==> src/rtl/uart_time_set_parser.sv <==
`default_nettype none
// ============================================================================
// Module      : uart_time_set_parser
// Description : Parses "Shh:mm:ss<CR|LF>" from the UART byte stream and hands
//               a validated BCD time to the RTC write port.
// Revision    : 1.0 - initial release
// ============================================================================
module uart_time_set_parser #(
    parameter int unsigned TIMEOUT_CYC = 1000000
) (
    input  logic       clk,
    input  logic       rst,
    input  logic [7:0] rx_data,
    input  logic       rx_valid,
    output logic [7:0] set_hour,
    output logic [7:0] set_minute,
    output logic [7:0] set_second,
    output logic       set_req,
    input  logic       set_ack,
    output logic       cmd_err,
    output logic [1:0] err_code,
    output logic       busy
);

    // Parse states are consecutive so a correct byte simply advances by one.
    localparam logic [3:0] c_IDLE = 4'd0;
    localparam logic [3:0] c_HT   = 4'd1;
    localparam logic [3:0] c_HU   = 4'd2;
    localparam logic [3:0] c_C1   = 4'd3;
    localparam logic [3:0] c_MT   = 4'd4;
    localparam logic [3:0] c_MU   = 4'd5;
    localparam logic [3:0] c_C2   = 4'd6;
    localparam logic [3:0] c_ST   = 4'd7;
    localparam logic [3:0] c_SU   = 4'd8;
    localparam logic [3:0] c_TERM = 4'd9;
    localparam logic [3:0] c_REQ  = 4'd10;

    localparam logic [1:0] c_E_FORMAT  = 2'd0;
    localparam logic [1:0] c_E_RANGE   = 2'd1;
    localparam logic [1:0] c_E_BUSY    = 2'd2;
    localparam logic [1:0] c_E_TIMEOUT = 2'd3;

    localparam logic [31:0] c_TO_LAST = 32'(TIMEOUT_CYC - 1);

    logic [3:0]  r_state;
    logic [23:0] r_shadow;
    logic [31:0] r_cnt;

    logic [3:0]  w_next;
    logic        w_err;
    logic [1:0]  w_code;
    logic        w_digit_we;
    logic        w_clr_shadow;
    logic        w_load;
    logic        w_byte_ok;
    logic        w_range_bad;
    logic        w_is_digit;
    logic        w_is_s;
    logic        w_parsing;
    logic        w_timeout;

    assign w_is_digit = (rx_data >= 8'h30) && (rx_data <= 8'h39);
    assign w_is_s     = (rx_data == 8'h53);
    assign w_parsing  = (r_state != c_IDLE) && (r_state != c_REQ);
    assign w_timeout  = w_parsing && !rx_valid && (r_cnt >= c_TO_LAST);

    // Byte acceptance and field range checks for the current parse state.
    always_comb begin
        w_byte_ok   = 1'b0;
        w_range_bad = 1'b0;
        case (r_state)
            c_HT: begin
                w_byte_ok   = w_is_digit;
                w_range_bad = rx_data[3:0] > 4'd2;
            end
            c_HU: begin
                w_byte_ok   = w_is_digit;
                w_range_bad = (r_shadow[23:20] == 4'd2) && (rx_data[3:0] > 4'd3);
            end
            c_MT, c_ST: begin
                w_byte_ok   = w_is_digit;
                w_range_bad = rx_data[3:0] > 4'd5;
            end
            c_MU, c_SU: w_byte_ok = w_is_digit;
            c_C1, c_C2: w_byte_ok = (rx_data == 8'h3A);
            c_TERM:     w_byte_ok = (rx_data == 8'h0D) || (rx_data == 8'h0A);
            default:    w_byte_ok = 1'b0;
        endcase
    end

    always_comb begin
        w_next       = r_state;
        w_err        = 1'b0;
        w_code       = c_E_FORMAT;
        w_digit_we   = 1'b0;
        w_clr_shadow = 1'b0;
        w_load       = 1'b0;
        case (r_state)
            c_IDLE: begin
                if (rx_valid && w_is_s) begin
                    w_next       = c_HT;
                    w_clr_shadow = 1'b1;
                end
            end
            c_REQ: begin
                if (rx_valid) begin
                    w_err  = 1'b1;
                    w_code = c_E_BUSY;
                end
                if (set_ack) begin
                    w_next = c_IDLE;
                end
            end
            default: begin
                if (rx_valid) begin
                    if (w_is_s) begin
                        w_next       = c_HT;
                        w_clr_shadow = 1'b1;
                    end else if (!w_byte_ok) begin
                        w_next = c_IDLE;
                        w_err  = 1'b1;
                        w_code = c_E_FORMAT;
                    end else if (w_range_bad) begin
                        w_next = c_IDLE;
                        w_err  = 1'b1;
                        w_code = c_E_RANGE;
                    end else begin
                        w_next     = r_state + 4'd1;
                        w_digit_we = 1'b1;
                        w_load     = (r_state == c_TERM);
                    end
                end else if (w_timeout) begin
                    w_next = c_IDLE;
                    w_err  = 1'b1;
                    w_code = c_E_TIMEOUT;
                end
            end
        endcase
    end

    always_ff @(posedge clk) begin
        if (rst) begin
            r_state    <= c_IDLE;
            r_shadow   <= 24'h0;
            r_cnt      <= 32'd0;
            set_hour   <= 8'h00;
            set_minute <= 8'h00;
            set_second <= 8'h00;
            cmd_err    <= 1'b0;
            err_code   <= 2'd0;
        end else begin
            r_state <= w_next;
            cmd_err <= w_err;
            if (w_err) begin
                err_code <= w_code;
            end
            if (rx_valid || !w_parsing) begin
                r_cnt <= 32'd0;
            end else begin
                r_cnt <= r_cnt + 32'd1;
            end
            if (w_clr_shadow) begin
                r_shadow <= 24'h0;
            end else if (w_digit_we) begin
                case (r_state)
                    c_HT:    r_shadow[23:20] <= rx_data[3:0];
                    c_HU:    r_shadow[19:16] <= rx_data[3:0];
                    c_MT:    r_shadow[15:12] <= rx_data[3:0];
                    c_MU:    r_shadow[11:8]  <= rx_data[3:0];
                    c_ST:    r_shadow[7:4]   <= rx_data[3:0];
                    c_SU:    r_shadow[3:0]   <= rx_data[3:0];
                    default: r_shadow        <= r_shadow;
                endcase
            end
            if (w_load) begin
                set_hour   <= r_shadow[23:16];
                set_minute <= r_shadow[15:8];
                set_second <= r_shadow[7:0];
            end
        end
    end

    assign set_req = (r_state == c_REQ);
    assign busy    = (r_state != c_IDLE);

endmodule
`default_nettype wire
==> config.mk <==
export PLATFORM = sky130hd
export DESIGN_NAME = uart_time_set_parser
export DESIGN_NICKNAME = d
export VERILOG_FILES = /design/src/rtl/uart_time_set_parser.sv
export SDC_FILE = /design/constraint.sdc
export NUM_CORES = 1
export LEC_CHECK = 0
export ABC_AREA = 1
export CORE_MARGIN = 2
export CORE_UTILIZATION = 55
export DETAILED_ROUTE_END_ITERATION = 8
export GPL_TIMING_DRIVEN = 0
export PLACE_DENSITY = 0.83
export SYNTH_ARGS = -nofsm -noshare
export SYNTH_HDL_FRONTEND = slang
export SYNTH_SLANG_ARGS = --single-unit
==> constraint.sdc <==
create_clock -name clk -period 2.35 [get_ports clk]
set_clock_uncertainty 0.2 [all_clocks]
set_input_delay 0.235 -clock clk [delete_from_list [all_inputs] [get_ports clk]]
set_output_delay 0.235 -clock clk [all_outputs]
set_load 0.02 [all_outputs]
; Yosys cells after proc, flatten, opt, wreduce, memory -nomap -nowiden
; Cells that the tools add are included.
; W data, S select, Z words.
[totals]
out_inout_bits = 29
elab_cells = 103
in_bits = 12
register_bits = 87
[op_classes]
order_cmp = 6
addsub = 2
muxes = 38
n_eq_ne = 18
reduce_logical = 26
[op_table]
columns = cell, count
row1 = $add A32 B1 Y32 const B, 1
row2 = $ge A32 B20 Y1 const B, 1
row3 = $mux W4, 7
row4 = $mux W1, 22
row5 = $eq A4 B3 Y1 const B, 4
row6 = $eq A8 B4 Y1 const B, 2
row7 = $eq A4 B2 Y1 const B, 3
row8 = $eq A4 B4 Y1 const B, 3
row9 = $reduce_and A2 Y1, 6
row10 = $reduce_or A2 Y1, 5
row11 = $eq A8 B6 Y1 const B, 1
row12 = $eq A8 B7 Y1 const B, 1
row13 = $ge A8 B6 Y1 const B, 1
row14 = $gt A4 B2 Y1 const B, 2
row15 = $le A8 B6 Y1 const B, 1
row16 = $pmux W4 S2, 1
row17 = $reduce_bool A4 Y1, 2
row18 = $logic_and A1 B1 Y1, 6
row19 = $mux W2, 3
row20 = $pmux W1 S3, 2
row21 = $reduce_or A6 Y1, 1
row22 = $add A4 B1 Y4 const B, 1
row23 = $eq A4 B1 Y1 const B, 1
row24 = $gt A4 B3 Y1 const B, 1
row25 = 9 further kinds, 12

; Longest topological paths before layout
; Gate-level depths: netlist of the first run.
[logic_depth]
ltp_word = 9
depth_mapped = 15
mapped_depth_nobuf = 15

; Worst setup path before layout of the first run
; Ideal clock, no wire load.
[synth_timing]
kind = register to register
from = reg r_state[0]
to = reg set_minute[0]
slack_ns = 0.111
path_stages_with_launch = 14
period_less_slack_ns = 2.239
required_ns = 2.034
path_buffers = 1
arrival_ns = 1.923
path_cell_list = dfxtp_1 inv_1 ha_1 nand2_1 nand2_1 nor2_1 nand2_1 inv_2 nand3_4 nor2_4 inv_2 buf_4 nor2_1 nor2_1
[synth_between]
elab_chain_cells = 8
word_cells_on_any_way = 22
[synth_rtl]
columns = item, line_no
row1 = "start, declared", 45  ; logic [3:0] r_state;
row2 = "start signal, assigned", 143  ; r_state <= c_IDLE;
row3 = "start signal, assigned", 152  ; r_state <= w_next;
row4 = $eq A4 B3 Y1, 71  ; case (r_state)
row5 = $reduce_or A2 Y1, 71
row6 = $pmux W1 S3, 71
row7 = $mux W1, 123  ; end else if (w_range_bad) begin
row8 = $mux W1, 119  ; end else if (!w_byte_ok) begin
row9 = $mux W1, 116  ; if (w_is_s) begin
row10 = $mux W1, 115  ; if (rx_valid) begin
row11 = $mux W1 *, 98  ; case (r_state)
row12 = "end signal, assigned", 177  ; set_minute <= r_shadow[15:8];
row13 = "end, declared", 16  ; output logic [7:0] set_minute,
; Every way passes the cells marked *; elsewhere a longest branch is shown, timed or not.
; A chain may end at the register's enable or synchronous reset.

; Worst setup path in the final report of the first run
[layout_timing]
from = reg r_state[1]
to = reg set_second[3]
[layout_between]
elab_chain_cells = 8
word_cells_on_any_way = 22
[layout_rtl]
columns = item, line_no
row1 = $eq A4 B3 Y1, 71
row2 = $reduce_or A2 Y1, 71
row3 = $pmux W1 S3, 71
row4 = $mux W1, 123
row5 = $mux W1, 119
row6 = $mux W1, 116
row7 = $mux W1, 115
row8 = $mux W1 *, 98
row9 = "end signal, assigned", 178  ; set_second <= r_shadow[7:0];
row10 = "end, declared", 17  ; output logic [7:0] set_second,
; Marks and branches as above.

==> flow_summary_export.csv, run 1 <==
group,metric,value,unit
status,status,"finished, final reports clean",
routing,wl_per_cell,13.7,µm
global_routing,grt_antenna_before_repair,0,
floorplanning,num_io_pins,41,
placed_design,hpwl,7.73,mm
global_routing,grt_max_degree,17,
global_routing,overflow,0,
floorplanning,die_area,8260,µm²
setup_path,path_max_fanout,10,
clock_tree,cts_hold_buf,0,
timing,worst_slack,0.0819,ns
floorplanning,die_width,90.9,µm
yosys,syn-num-nets,641,
placed_design,port_buffers,37,
timing,period_needed,2.27,ns
routing,dr.pass1.iters,7,
setup_path,path_class,"flop to flop",
placed_design,post-place-cells,760,
pwr,p_leak,2.03,nW
setup_path,cp-end-kind,"flop",
clock_tree,clock_path_buffers,2,
yosys,netlist_area,4150,µm²
floorplanning,rows,31,
timing,fin_tns_setup,0,ns
yosys,ys_seq_elements,87,
pwr,combPwrFrac,0.210,
cells_and_area,fill_cells,626,
placed_design,gp_congestion,0.930,
cells_and_area,stdcell_count,780,
global_routing,grt_pass1_wl,17.5,mm
timing,relSlewSlack,0.650,
global_routing,grt_util_all_layers,0.259,
timing,setup_violations,0,
pwr,intPower,2.27,mW
routing,via_count,4235,
setup_path,cp.required,2.45,ns
timing,post-route-period-util,0.965,
floorplanning,die_h,90.9,µm
pwr,power,3.35,mW
routing,drt-initial-drc-count,317,
pwr,irDropWorstVdd,0.461,mV
timing,holdWs,0.0519,ns
floorplanning,coreArea,7290,µm²
clock_tree,clk_pin_slew,0.09,ns
clock_tree,root_buffer,"clkbuf_8",
yosys,ys_warn_count,0,
routing,antenna_left,0,
clock_tree,htreeDepth,3,
clock_tree,clk_latency,0.36,ns
setup_path,worstSetupStartpointType,"flop",
timing,clock.fmax,441,MHz
pwr,netSwitchingPower,1.08,mW
yosys,avgSynthCellArea,6.66,µm²
clock_tree,cts-buffers-inserted,9,
pwr,seqPwrFrac,0.464,
timing,hold_viol,0,
cells_and_area,multi_input_area,2160,µm²
setup_path,cp.arrival,2.37,ns
cells_and_area,syn_to_final_growth,20.2,%
global_routing,first_global_vias,3832,
pwr,sw_frac_of_total,0.323,
cells_and_area,diodes,0,
routing,vias_per_cell,5.43,
yosys,seq_area_frac_synth,0.419,
cells_and_area,nets,693,
yosys,syn_inst,624,
timing,worstMarginPinSlew,0.525,ns
timing,slew_violations,0,
clock_tree,tritoncts,"yes",
routing,routed_wl,10.7,mm
pwr,p_clk_frac,0.326,
placed_design,post-place-ws,-0.251,ns
worst_hold_path,min-delay-path-class,"input port to flop",
timing,grt_setup_unrepaired,"true",
clock_tree,cts_sinks,87,
yosys,yosysUniqueCellTypes,31,
floorplanning,start_util,0.570,
routing,drcViolationCount,0,
pwr,power-per-cell-area,672,nW/µm²
job,max_cap_violations,0,
cells_and_area,final_layout_size_suffix_gt1_frac,0.0969,
cells_and_area,regArea,1750,µm²
==> synth_stat cells (all sizes together) <==
library cell  count  area (µm²)
nor2            152         581
nand2           114         433
dfxtp            87        1740
inv              76         285
o21ai            54         270
nand3            34         183
a21oi            26         130
nand4            21         131
nor3             16        80.1
or2               8        50.1
buf               7        43.8
clkbuf            6        22.5
ha                5        62.6
xor2              4        35.0
nor4              3        18.8
a31oi             2        12.5
nor4b             2        17.5
o21a              2        15.0
a221oi            1        8.76
nand3b            1        7.51
o211a             1        10.0
o211ai            1        7.51
o31ai             1        7.51
==> cells by family after synthesis <==
| kind of cell | Yosys count | synth area share |
|---|---|---|
| xor+xnor | 4 | 0.00843 |
| fa+ha+maj | 5 | 0.0151 |
| flops | 87 | 0.419 |
| buf+inv | 89 | 0.0846 |
| simple gates | 351 | 0.361 |
| compound gates | 88 | 0.111 |
==> per-stage QoR <==
step | cell area [µm²] | utilization
after CTS | 4890 | 0.671
after global routing | 4990 | 0.685
final | 4990 | 0.685
after global placement | 4650 | 0.637
after floorplan | 4150 | -
after detailed placement | 4650 | 0.637
==> final timing paths <==
path / cells past startpoint / start / slack (ns) / end
max: 13 / r_state[1] / 0.08 / set_second[3]
min: 3 / rx_data[1] / 0.05 / r_shadow[21]
min reg2reg: 2 / r_shadow[15] / 0.26 / r_shadow[15]
max reg2reg: 13 / r_state[1] / 0.08 / set_second[3]
==> power by group through the flow <==
stage | combinational, mW | clock (mW) | sequential, mW
2_1_floorplan | 0.401 | 0 | 1.57
5_1_grt | 0.776 | 1.16 | 1.56
6_report | 0.705 | 1.09 | 1.56
3_5_place_dp | 0.587 | 0 | 1.56
3_3_place_gp | 0.575 | 0 | 1.56
4_1_cts | 0.633 | 1.11 | 1.54
==> layer usage <==
metal / wire length [µm] / share of wire / global-route usage / vias up
li1: - / - / - / 2115
met1: 4930 / 0.46 / 0.353 / 1913
met2: 4800 / 0.45 / 0.415 / 188
met3: 819 / 0.076 / 0.0526 / 19
met4: 167 / 0.016 / 0.0770 / 0
met5: 0 / 0 / 0 / -
==> critical path, stage by stage (launching register included) <==
cell and delay [ns]:
dfxtp_2 0.41, inv_4 0.07, ha_4 0.18, nand2_1 0.12, nand2_2 0.08, nor2_2 0.15, nand2_1 0.10, inv_2 0.09
nand3_4 0.12, nor2_4 0.20, buf_4 0.14, buf_4 0.16, o21ai_1 0.07, nor2_1 0.12
==> state kept, by name (all words and copies together) (netlist names) <==
| name | count |
|---|---|
| cmd_err | 1 |
| err_code | 2 |
| r_cnt | 32 |
| r_shadow | 24 |
| r_state | 4 |
| set_hour | 8 |
| set_minute | 8 |
| set_second | 8 |
==> cell usage in the layout, fill, tap and decap left out, types with 4 or more instances in the layout <==
| master | n |
|---|---|
| nor2_1 | 139 |
| nand2_1 | 110 |
| dfxtp_1 | 84 |
| inv_1 | 71 |
| o21ai_0 | 36 |
| clkdlybuf4s50_1 | 36 |
| nand3_1 | 30 |
| a21oi_1 | 26 |
| nand4_1 | 21 |
| o21ai_1 | 18 |
| nor3_1 | 15 |
| nor2_2 | 11 |
| clkbuf_8 | 9 |
| or2_2 | 8 |
| buf_4 | 7 |
| clkbuf_1 | 7 |
| xor2_1 | 4 |
==> layout make-up <==
| type | instances | area share |
|---|---|---|
| Multi-Input combinational cell | 448 | 0.433 |
| Sequential cell | 87 | 0.350 |
| Timing Repair Buffer | 41 | 0.0799 |
| Inverter | 76 | 0.0581 |
| Clock buffer | 10 | 0.0256 |
| Tap cell | 99 | 0.0248 |
| Clock inverter | 6 | 0.0145 |
| Buffer | 13 | 0.0140 |
==> timing repair <==
action,CTS,global route
gates cloned,0,0
endpoints found under the setup margin,37,52
pin swaps,2,5
endpoints found under the hold margin,0,0
gates resized for setup,12,23
setup buffers,1,3
No activity file was read; power rests on OpenSTA's default activity.
==> inputs of run 2 (changes only) <==
- RECOVER_POWER: default -> 100
==> flow_summary_export.csv, run 2 (synthesized netlist as in run 1, its figures left out) <==
group,metric,value,unit
setup_path,cp.required,2.45,ns
pwr,sw_frac_of_total,0.324,
routing,dr.pass1.iters,5,
timing,grt_setup_unrepaired,"true",
timing,setup_violations,0,
floorplanning,num_io_pins,41,
clock_tree,root_buffer,"clkbuf_8",
setup_path,worstSetupStartpointType,"flop",
timing,clock.fmax,441,MHz
setup_path,cp_num_cells,13,
setup_path,cp.arrival,2.37,ns
timing,period_needed,2.27,ns
status,status,"finished, final reports clean",
global_routing,grt_util_all_layers,0.259,
timing,post-route-period-util,0.965,
global_routing,grt_pass1_wl,17.5,mm
routing,vias_per_cell,5.50,
timing,holdWs,0.0470,ns
cells_and_area,final_layout_size_suffix_gt1_frac,0.0969,
timing,slew_violations,0,
floorplanning,die_h,90.9,µm
pwr,p_leak,2.12,nW
setup_path,crit_start,"r_state[1]",
cells_and_area,fill_cells,626,
setup_path,path_delay_family,"simple AND/OR/NAND/NOR gates",
cells_and_area,layout_common_cells,"nor2_1, nand2_1, dfxtp_1",
pwr,intPower,2.27,mW
timing,relSlewSlack,0.651,
setup_path,r2r_cells,13,
setup_path,r2r-start,"r_state[1]",
cells_and_area,final_common_cell,"nor2_1",
setup_path,cp_cell_sequence,"inv_4 -> ha_4 -> nand2_1 -> nand2_2 -> nor2_2 -> nand2_1 -> inv_2 -> nand3_4 -> nor2_4 -> buf_4 -> buf_4 -> o21ai_1 -> nor2_1",
clock_tree,clock_path_buffers,2,
job,max_cap_violations,0,
cells_and_area,diodes,0,
setup_path,endpoint,"set_second[3]",
floorplanning,die_width,90.9,µm
clock_tree,htreeDepth,3,
cells_and_area,nets,693,
routing,wl_per_cell,13.8,µm
timing,worstMarginPinSlew,0.524,ns
cells_and_area,reg_top3,"r_cnt: 32 flops, r_shadow: 24 flops",
floorplanning,die_area,8260,µm²
global_routing,grt_max_degree,17,
global_routing,grtUsageMet1,0.353,
clock_tree,clk_pin_slew,0.10,ns
routing,drt-initial-drc-count,333,
routing,via_count,4288,
routing,drcViolationCount,0,
pwr,netSwitchingPower,1.09,mW
setup_path,r2r_slack,0.08,ns
global_routing,first_global_vias,3832,
global_routing,grt_busiest_layer,"met2",
clock_tree,clk_latency,0.37,ns
floorplanning,coreArea,7290,µm²
clock_tree,cts-buffers-inserted,9,
setup_path,path_buf_inv,4,
clock_tree,tritoncts,"yes",
clock_tree,cts_sinks,87,
setup_path,slowest_delay,0.41,ns
routing,antenna_left,0,
worst_hold_path,min-delay-path-class,"input port to flop",
placed_design,post-place-cells,760,
cells_and_area,largest-register,"r_cnt",
global_routing,grt_antenna_before_repair,0,
setup_path,cp_slowest_cell,"dfxtp_2",
pwr,combPwrFrac,0.210,
setup_path,r2r-end,"set_second[3]",
placed_design,gp_congestion,0.930,
routing,routed_wl,10.7,mm
global_routing,overflow,0,
timing,hold_viol,0,
pwr,irDropWorstVdd,0.465,mV
global_routing,met2_usage,0.415,
setup_path,cp-end-kind,"flop",
cells_and_area,fin_util,0.685,
floorplanning,rows,31,
placed_design,hpwl,7.73,mm
floorplanning,start_util,0.570,
setup_path,path_max_fanout,10,
global_routing,use_met3,0.0526,
pwr,seqPwrFrac,0.464,
cells_and_area,syn_to_final_growth,20.2,%
pwr,p_clk_frac,0.326,
placed_design,port_buffers,37,
cells_and_area,stdcell_count,780,
pwr,power-per-cell-area,672,nW/µm²
setup_path,path_class,"flop to flop",
clock_tree,cts_hold_buf,0,
cells_and_area,largest_reg_flops,32,
[run 2: how the worst min path moves through the flow]
stage	from	endpoint	slack [ns]	cells past startpoint
final	rx_data[0]	r_shadow[16]	0.05	3
after global routing	rx_data[1]	r_shadow[21]	0.06	3
after CTS	rx_data[0]	r_shadow[16]	0.04	3
after detailed placement	r_shadow[15]	r_shadow[15]	0.23	2
after global placement	r_shadow[7]	r_shadow[7]	0.23	2
after floorplan	rst	err_code[1]	0.10	1
[run 2: repair_timing]
item                                    CTS  global route
resized for setup                        12            23
endpoints found under the setup margin   37            52
cloned                                    0             0
setup buffers                             1             3
pin swaps                                 2             5
[run 2: metal layers]
layer  vias to the layer above  routed length [µm]
li1                       2115                   -
met1                      1930                4850
met2                       216                4760
met3                        27                 913
met4                         0                 199
met5                         -                   0
[run 2: power groups by stage]
stage | clock network, mW | logic, mW | registers [mW]
CTS | 1.11 | 0.633 | 1.54
detailed placement | 0 | 0.587 | 1.56
global placement | 0 | 0.575 | 1.56
floorplan | 0 | 0.401 | 1.57
finish | 1.09 | 0.705 | 1.56
global route | 1.16 | 0.773 | 1.56
[run 2: layout make-up]
| type | instances | area [µm²] | area share |
|---|---|---|---|
| multi-input cells | 448 | 2160 | 0.433 |
| flip-flops and latches | 87 | 1750 | 0.350 |
| repair buffers | 41 | 399 | 0.0799 |
| inverters | 76 | 290 | 0.0581 |
| clock buffers | 10 | 128 | 0.0256 |
| well taps | 99 | 124 | 0.0248 |
| clock inverters | 6 | 72.6 | 0.0145 |
| plain buffers | 13 | 70.1 | 0.0140 |
[run 2: worst min-delay path, cell delays in order]
cell	delay, ns
buf_2	0.18
nor2_1	0.12
nor2_1	0.05
[run 2: per-stage QoR]
step                      setup WS, ns  TNS, ns  cell area (µm²)  total power, mW
after CTS                      0.00176        0             4890             3.28
after detailed placement        -0.251    -6.96             4650             2.15
final                           0.0811        0             4990             3.36
after global placement          -0.189    -4.71             4650             2.14
after floorplan                  0.111        0             4150             1.97
after global routing           -0.0584   -0.216             4990             3.49
==> inputs of run 3 (changes only) <==
- clock period: 2.35 -> 2.55 ns (I/O delays scaled with it)
==> flow_summary_export.csv, run 3 (synthesized netlist as in run 1, its figures left out) <==
group,metric,value,unit
cells_and_area,nets,692,
global_routing,grtUsageMet1,0.355,
clock_tree,cts_sinks,87,
timing,hold_viol,0,
global_routing,overflow,0,
global_routing,use_met3,0.0526,
timing,slew_violations,0,
cells_and_area,reg_top3,"r_cnt: 32 flops, r_shadow: 24 flops",
clock_tree,clock_path_buffers,2,
timing,relSlewSlack,0.652,
placed_design,gp_congestion,0.930,
global_routing,grt_antenna_before_repair,0,
routing,drt-initial-drc-count,326,
timing,fin_tns_setup,0,ns
timing,holdWs,0.0703,ns
setup_path,r2r_cells,13,
global_routing,grt_max_degree,17,
job,max_cap_violations,0,
setup_path,r2r_slack,0.13,ns
cells_and_area,largest_reg_flops,32,
timing,worstMarginPinSlew,0.522,ns
placed_design,hpwl,7.73,mm
timing,clock.fmax,414,MHz
routing,via_count,4244,
clock_tree,clk_latency,0.36,ns
worst_hold_path,min-delay-path-class,"input port to flop",
cells_and_area,diodes,0,
floorplanning,rows,31,
floorplanning,die_width,90.9,µm
clock_tree,tritoncts,"yes",
setup_path,crit_start,"r_state[0]",
placed_design,post-place-cells,760,
floorplanning,start_util,0.570,
routing,routed_wl,10.6,mm
timing,period_needed,2.42,ns
routing,vias_per_cell,5.45,
floorplanning,coreArea,7290,µm²
setup_path,cp-end-kind,"flop",
floorplanning,die_h,90.9,µm
setup_path,endpoint,"set_second[3]",
pwr,p_leak,2.11,nW
setup_path,path_class,"flop to flop",
routing,wl_per_cell,13.6,µm
cells_and_area,stdcell_count,779,
clock_tree,clk_pin_slew,0.10,ns
floorplanning,die_area,8260,µm²
cells_and_area,final_layout_size_suffix_gt1_frac,0.0706,
setup_path,path_max_fanout,10,
setup_path,r2r-end,"set_second[3]",
floorplanning,num_io_pins,41,
status,status,"finished, final reports clean",
global_routing,grt_pass1_wl,17.4,mm
global_routing,met2_usage,0.410,
clock_tree,cts-buffers-inserted,9,
cells_and_area,fill_cells,643,
global_routing,first_global_vias,3818,
setup_path,cp.required,2.65,ns
pwr,power-per-cell-area,614,nW/µm²
setup_path,worstSetupStartpointType,"flop",
cells_and_area,largest-register,"r_cnt",
pwr,power,3.01,mW
global_routing,grt_busiest_layer,"met2",
cells_and_area,layout_common_cells,"nor2_1, nand2_1, dfxtp_1",
setup_path,cp.arrival,2.52,ns
timing,setup_violations,0,
clock_tree,htreeDepth,3,
setup_path,r2r-start,"r_state[0]",
placed_design,port_buffers,37,
timing,post-route-period-util,0.948,
cells_and_area,syn_to_final_growth,18.1,%
pwr,irDropWorstVdd,0.429,mV
routing,dr.pass1.iters,5,
routing,drcViolationCount,0,
global_routing,grt_util_all_layers,0.258,
clock_tree,root_buffer,"clkbuf_8",
cells_and_area,final_common_cell,"nor2_1",
routing,antenna_left,0,
## run 3: cell types whose count changed in the layout (fill, tap and decap cells not counted), sizes merged
| cell | delta |
|---|---|
| buf | -1 |
| clkdlybuf4s50 | +1 |
| dlygate4sd2 | -1 |
## run 3: how the worst min path moves through the flow
stage / start / to / slack [ns] / cells after the start
after floorplan: rst / err_code[1] / 0.12 / 1
after global placement: r_shadow[7] / r_shadow[7] / 0.23 / 2
after detailed placement: r_shadow[15] / r_shadow[15] / 0.23 / 2
after CTS: rx_data[0] / r_shadow[16] / 0.06 / 3
after global routing: rx_data[1] / r_shadow[21] / 0.08 / 3
final: rx_data[1] / r_shadow[21] / 0.07 / 3
## run 3: timing repair
item | 4_1_cts | 5_1_grt
setup buffers | 0 | 3
hold buffers | 0 | 0
resized for setup | 0 | 11
endpoints found under the hold margin | 0 | 0
setup endpoints to repair | 0 | 39
## run 3: layer usage
metal  routed length (µm)  vias up
li1                     -     2109
met1                 4930     1932
met2                 4730      187
met3                  812       16
met4                  131        0
met5                    0        -
## run 3: per-stage QoR
| step | cell area, µm² | util | setup WS, ns |
|---|---|---|---|
| 2_1_floorplan | 4150 | - | 0.311 |
| 3_3_place_gp | 4650 | 0.637 | -0.00935 |
| 3_5_place_dp | 4650 | 0.637 | -0.0713 |
| 4_1_cts | 4850 | 0.665 | 0.0120 |
| 5_1_grt | 4900 | 0.673 | -0.0232 |
| 6_report | 4900 | 0.673 | 0.133 |
## run 3: final cells by class
| class | instances | area, µm² | share of cell area |
|---|---|---|---|
| inverter | 76 | 288 | 0.0587 |
| clock inverter | 6 | 72.6 | 0.0148 |
| sequential | 87 | 1740 | 0.355 |
| buffer | 13 | 66.3 | 0.0135 |
| tap | 99 | 124 | 0.0253 |
| clock buffer | 10 | 128 | 0.0260 |
| timing repair buffer | 40 | 393 | 0.0801 |
| multi-input combinational | 448 | 2090 | 0.426 |
## run 3: power breakdown
group	internal (mW)	total, mW	switching [mW]
registers	1.39	1.41	0.0244
clock network	0.470	1.01	0.540
logic	0.189	0.590	0.401
## run 3: worst max-delay path: stages (launching register included)
cell,delay [ns]
dfxtp_2,0.37
inv_1,0.09
ha_1,0.24
nand3_1,0.14
nand2_1,0.12
nor2_2,0.14
nand2_1,0.13
inv_4,0.09
nand3_4,0.12
nor2_4,0.21
buf_4,0.14
buf_4,0.16
o21ai_1,0.07
nor2_1,0.12
